`src/rtl/sram_broadcaster.sv`:
```
// sram_broadcaster: sweeps an SRAM word window for a programmable number of passes and
// broadcasts each word with its address one cycle after the read is issued.
// Latency: read in cycle N appears on o_data/o_addr/o_data_valid in cycle N+1.
// Backpressure: i_stall suppresses new reads in READ; the read already in flight
// still reaches the bus.
// Ports: i_clk/i_nrst/i_reg_clear control; i_start + window/pass inputs (latched in IDLE);
// o_sram_rd_en/o_sram_addr/i_sram_data SRAM side; o_data/o_addr/o_data_valid broadcast;
// o_busy (READ, DRAIN), o_done (one-cycle completion pulse).
module sram_broadcaster #(
  parameter int SRAM_DATA_WIDTH = 64,
  parameter int ADDR_WIDTH      = 8,
  parameter int PASS_WIDTH      = 4
) (
  input  logic                       i_clk,
  input  logic                       i_nrst,
  input  logic                       i_reg_clear,
  input  logic                       i_start,
  input  logic [ADDR_WIDTH-1:0]      i_start_addr,
  input  logic [ADDR_WIDTH-1:0]      i_end_addr,
  input  logic [PASS_WIDTH-1:0]      i_num_passes,
  input  logic                       i_stall,
  output logic                       o_sram_rd_en,
  output logic [ADDR_WIDTH-1:0]      o_sram_addr,
  input  logic [SRAM_DATA_WIDTH-1:0] i_sram_data,
  output logic [SRAM_DATA_WIDTH-1:0] o_data,
  output logic [ADDR_WIDTH-1:0]      o_addr,
  output logic                       o_data_valid,
  output logic                       o_busy,
  output logic                       o_done
);

  typedef enum logic [1:0] {S_IDLE, S_READ, S_DRAIN, S_DONE} state_t;

  localparam logic [ADDR_WIDTH-1:0] ADDR_ONE = 1;
  localparam logic [PASS_WIDTH-1:0] PASS_ONE = 1;

  state_t                  state_q, state_d;
  logic [ADDR_WIDTH-1:0]   cur_addr_q, cur_addr_d;
  logic [ADDR_WIDTH-1:0]   start_addr_q, start_addr_d;
  logic [ADDR_WIDTH-1:0]   end_addr_q, end_addr_d;
  logic [PASS_WIDTH-1:0]   passes_q, passes_d;
  logic                    bc_vld_q, bc_vld_d;
  logic [ADDR_WIDTH-1:0]   bc_addr_q, bc_addr_d;
  logic                    rd_en;
  logic [ADDR_WIDTH-1:0]   rd_addr;

  always_ff @(posedge i_clk or negedge i_nrst) begin
    if (!i_nrst) begin
      state_q      <= S_IDLE;
      cur_addr_q   <= '0;
      start_addr_q <= '0;
      end_addr_q   <= '0;
      passes_q     <= '0;
      bc_vld_q     <= 1'b0;
      bc_addr_q    <= '0;
    end else begin
      state_q      <= state_d;
      cur_addr_q   <= cur_addr_d;
      start_addr_q <= start_addr_d;
      end_addr_q   <= end_addr_d;
      passes_q     <= passes_d;
      bc_vld_q     <= bc_vld_d;
      bc_addr_q    <= bc_addr_d;
    end
  end

  always_comb begin
    state_d      = state_q;
    cur_addr_d   = cur_addr_q;
    start_addr_d = start_addr_q;
    end_addr_d   = end_addr_q;
    passes_d     = passes_q;
    rd_en        = 1'b0;
    rd_addr      = '0;

    case (state_q)
      S_IDLE: begin
        if (i_start) begin
          start_addr_d = i_start_addr;
          end_addr_d   = i_end_addr;
          cur_addr_d   = i_start_addr;
          passes_d     = (i_num_passes == '0) ? PASS_ONE : i_num_passes;
          state_d      = S_READ;
        end
      end
      S_READ: begin
        if (!i_stall) begin
          rd_en   = 1'b1;
          rd_addr = cur_addr_q;
          if (cur_addr_q == end_addr_q) begin
            // Next pass restarts immediately so passes run back to back.
            if (passes_q > PASS_ONE) begin
              passes_d   = passes_q - PASS_ONE;
              cur_addr_d = start_addr_q;
            end else begin
              state_d = S_DRAIN;
            end
          end else begin
            // Natural modulo wrap lets a window straddle the top of the address space.
            cur_addr_d = cur_addr_q + ADDR_ONE;
          end
        end
      end
      S_DRAIN: state_d = S_DONE;
      S_DONE:  state_d = S_IDLE;
      default: state_d = S_IDLE;
    endcase

    bc_vld_d  = rd_en;
    bc_addr_d = rd_addr;

    // Synchronous clear behaves like reset: the in-flight read is dropped too.
    if (i_reg_clear) begin
      state_d      = S_IDLE;
      cur_addr_d   = '0;
      start_addr_d = '0;
      end_addr_d   = '0;
      passes_d     = '0;
      bc_vld_d     = 1'b0;
      bc_addr_d    = '0;
    end
  end

  assign o_sram_rd_en = rd_en;
  assign o_sram_addr  = rd_addr;
  assign o_data_valid = bc_vld_q;
  assign o_addr       = bc_addr_q;
  assign o_data       = bc_vld_q ? i_sram_data : '0;
  assign o_busy       = (state_q == S_READ) || (state_q == S_DRAIN);
  assign o_done       = (state_q == S_DONE);

endmodule

```
`config.mk`:
```
export PLATFORM = sky130hd
export DESIGN_NAME = sram_broadcaster
export DESIGN_NICKNAME = d
export VERILOG_FILES = /design/src/rtl/sram_broadcaster.sv
export SDC_FILE = /design/constraint.sdc
export NUM_CORES = 1
export LEC_CHECK = 0
export CAP_MARGIN = 25
export CORE_MARGIN = 2
export CORE_UTILIZATION = 35
export CTS_CLUSTER_DIAMETER = 50
export DETAILED_ROUTE_END_ITERATION = 10
export GPL_TIMING_DRIVEN = 1
export MAX_ROUTING_LAYER = met4
export PLACE_DENSITY = 0.76
export SETUP_SLACK_MARGIN = 0.5
export SYNTH_ARGS = -nofsm -noshare
export SYNTH_HDL_FRONTEND = slang
export SYNTH_SLANG_ARGS = --single-unit
```
`constraint.sdc`:
```
create_clock -name i_clk -period 2.62 [get_ports i_clk]
set_clock_uncertainty 0.2 [all_clocks]
set_input_delay 0.393 -clock i_clk [delete_from_list [all_inputs] [get_ports i_clk]]
set_output_delay 0.393 -clock i_clk [all_outputs]
set_load 0.01 [all_outputs]
```
==> reports/metrics.cfg <==
[status]
status=complete, no violations

[clock_tree]
clockBufferDepth=2
path_clk_slew_ns=0.07
root_buffer=clkbuf_8
clock_latency_ns=0.30
cts.hold.buffers_added=0
tritoncts=built
cts_made_buffers=5
h-tree-depth=2
cts_sinks=39

[power_and_ir_drop]
seqPwrFrac=0.261
p_comb_frac=0.618
switching_share=0.405
p_clk_frac=0.120
p_leak_nw=3.17
p_int_mw=2.04
p_switching_mw=1.39
power_mw=3.44
peakVddDrop_uv=553
cellPowerDensity_nw_per_um2=676

[layout]
fillers=614
multi_input_area_um2=1660
nNetsFinal=612
area_growth_syn_to_layout_pct=92.0
layout-drive-gt1-share=0.186
instances_no_fill=614
diodes=0
final_common_cell=clkdlybuf4s50_1
seqCellArea_um2=980
mostFrequentLayoutCells=clkdlybuf4s50_1, and2_1, dlymetal6s2s_1, nand2_1

[logic_synthesis]
synthArstFlopShare=1.00
syn_inst=314
avgSynthCellArea_um2=8.43
syn-num-nets=411
yosys_warnings=0
synth_area_leaders=dfrtp_1, and2_1, nand2_1
synth_largest_area_cell=dfrtp_1
ys_seq_area_frac=0.369
synth_flop_cell=dfrtp_1
yosysUniqueCellTypes=44
synth_edf_count=0
synth-seq-cells=39
synth_top_area_frac=0.369
syn_area_um2=2650

[drt]
drt_wl_total_um=10200
dr.pass1.iters=4
vias_per_cell=4.89
drt-initial-drc-count=159
num_vias=3001
wl_per_cell_um=16.6
drc_errors=0
antenna_left=0

[setup_path]
arrival_ns=1.56
slowest_delay_ns=0.39
worstSetupStartpointType=flip-flop
path_max_fanout=7
path_common_cell=buf_6
crit_path_end_kind=output port
crit_chain=inv_2, ha_4, nor2b_4, buf_6, buf_6, and2_4, buf_6
cp.required_ns=2.03
rr_worst_depth=8
r2r_end=cur_addr_q[7]
critPathSlowestCell=dfrtp_1
rr_startpoint=state_q[1]
worst-setup-path-type=reg2out
reg2reg_slack_ns=0.54

[grt]
grt_pass1_wl_um=15900
track_usage=0.248
grt_max_degree=40
grt_pass1_vias=2976
antenna_found_initial=0
grt_overflow=0

[floorplan]
fp.dieH_um=91.0
core_um2=7290
start_util=0.363
die_w_um=91.0
num_rows=31
die-area_um2=8270
ios=173

[timing]
rsz0062_at_grt=yes
final.setup.worst_slack_ns=0.463
worst_pin_slew_ns=0.870
fin_setup_tns_ns=0
setup_violations=0
relSlewSlack=0.420
hold_violations=0
fmax_ghz=0.464
slew_violations=0
hold_slack_ns=0.0100
min_period_over_period=0.823
min_period_ns=2.16

[place]
dp_cells=581
gp_congestion=0.915
post-place-ws_ns=0.178
port-buffer-count=172
dpl.hpwl_um=7480

[min_path]
min_path_type=in2async

[job]
cap_violations=0

==> final cells by class <==
type | instances | share of cell area
clock inverters | 1 | 0.000985
well taps | 99 | 0.0244
flip-flops and latches | 39 | 0.193
clock buffers | 6 | 0.0163
inverters | 7 | 0.00591
repair buffers | 215 | 0.434
multi-input cells | 247 | 0.326
==> state kept, by name (all words and copies together), names as in the netlist <==
register / flops
passes_q: 4
start_addr_q: 8
cur_addr_q: 8
end_addr_q: 8
o_data_valid: 1
o_addr: 8
state_q: 2
==> logic make-up (layout without fill, tap and decap cells) <==
family,after synthesis,in the layout,synth area share
adder cells (fa/ha/maj),8,8,0.0378
AO/OA/AOI/OAI,46,46,0.114
buffers and inverters,28,229,0.0515
flip-flops,39,39,0.369
multiplexers,2,2,0.00757
AND/OR/NAND/NOR,177,177,0.374
XOR/XNOR,14,14,0.0463
==> through the flow <==
stage          instance area (µm²)   util
6_report                      5080  0.697
3_5_place_dp                  4520  0.620
4_1_cts                       4740  0.650
3_3_place_gp                  4520  0.620
5_1_grt                       5080  0.697
2_1_floorplan                 2650      -
==> worst max-delay path by stage <==
stage	from	to	slack (ns)	cells past startpoint
2_1_floorplan	state_q[0]	cur_addr_q[7]	0.52	7
3_3_place_gp	i_stall	o_sram_addr[5]	0.20	5
3_5_place_dp	i_stall	o_sram_addr[3]	0.18	5
4_1_cts	state_q[1]	o_sram_addr[3]	0.38	6
5_1_grt	state_q[1]	o_sram_addr[4]	0.38	7
6_report	state_q[1]	o_sram_addr[4]	0.46	7
==> routing by layer <==
layer	share of wire	GRT usage	vias up
li1	-	-	1454
met1	0.38	0.291	1378
met2	0.53	0.429	150
met3	0.072	0.0498	19
met4	0.023	0.0783	0
met5	0	-	-
==> synthesized netlist by cell type, drive strengths merged, types with 4 or more instances <==
master / n
nand3: 10
clkbuf: 14
a32o: 4
o21ai: 20
buf: 7
nand2: 46
nor4: 4
inv: 6
xor2: 10
and2: 82
a21oi: 4
nand4: 7
ha: 8
xnor2: 4
nor2: 9
dfrtp: 39
nor3: 7
==> timing repair <==
item                       4_1_cts  5_1_grt
buffers inserted                14       11
cloned                           1        0
setup endpoints to repair       88       73
pin swaps                        3       12
resized for setup               63       88
==> worst max-delay path, delay by kind of cell, from the launching register on <==
family        cells  cell delay (ns)
buf+inv           4             0.44
flops             1             0.39
simple gates      2             0.28
fa+ha+maj         1             0.15
==> power by group through the flow <==
stage          combinational (mW)  clock [mW]  sequential (mW)
2_1_floorplan                1.01           0            0.850
3_3_place_gp                 1.64           0            0.901
3_5_place_dp                 1.67           0            0.912
4_1_cts                      1.89       0.424            0.885
6_report                     2.12       0.414            0.897
5_1_grt                      2.30       0.446            0.919
(Power assumes the default switching activity.)
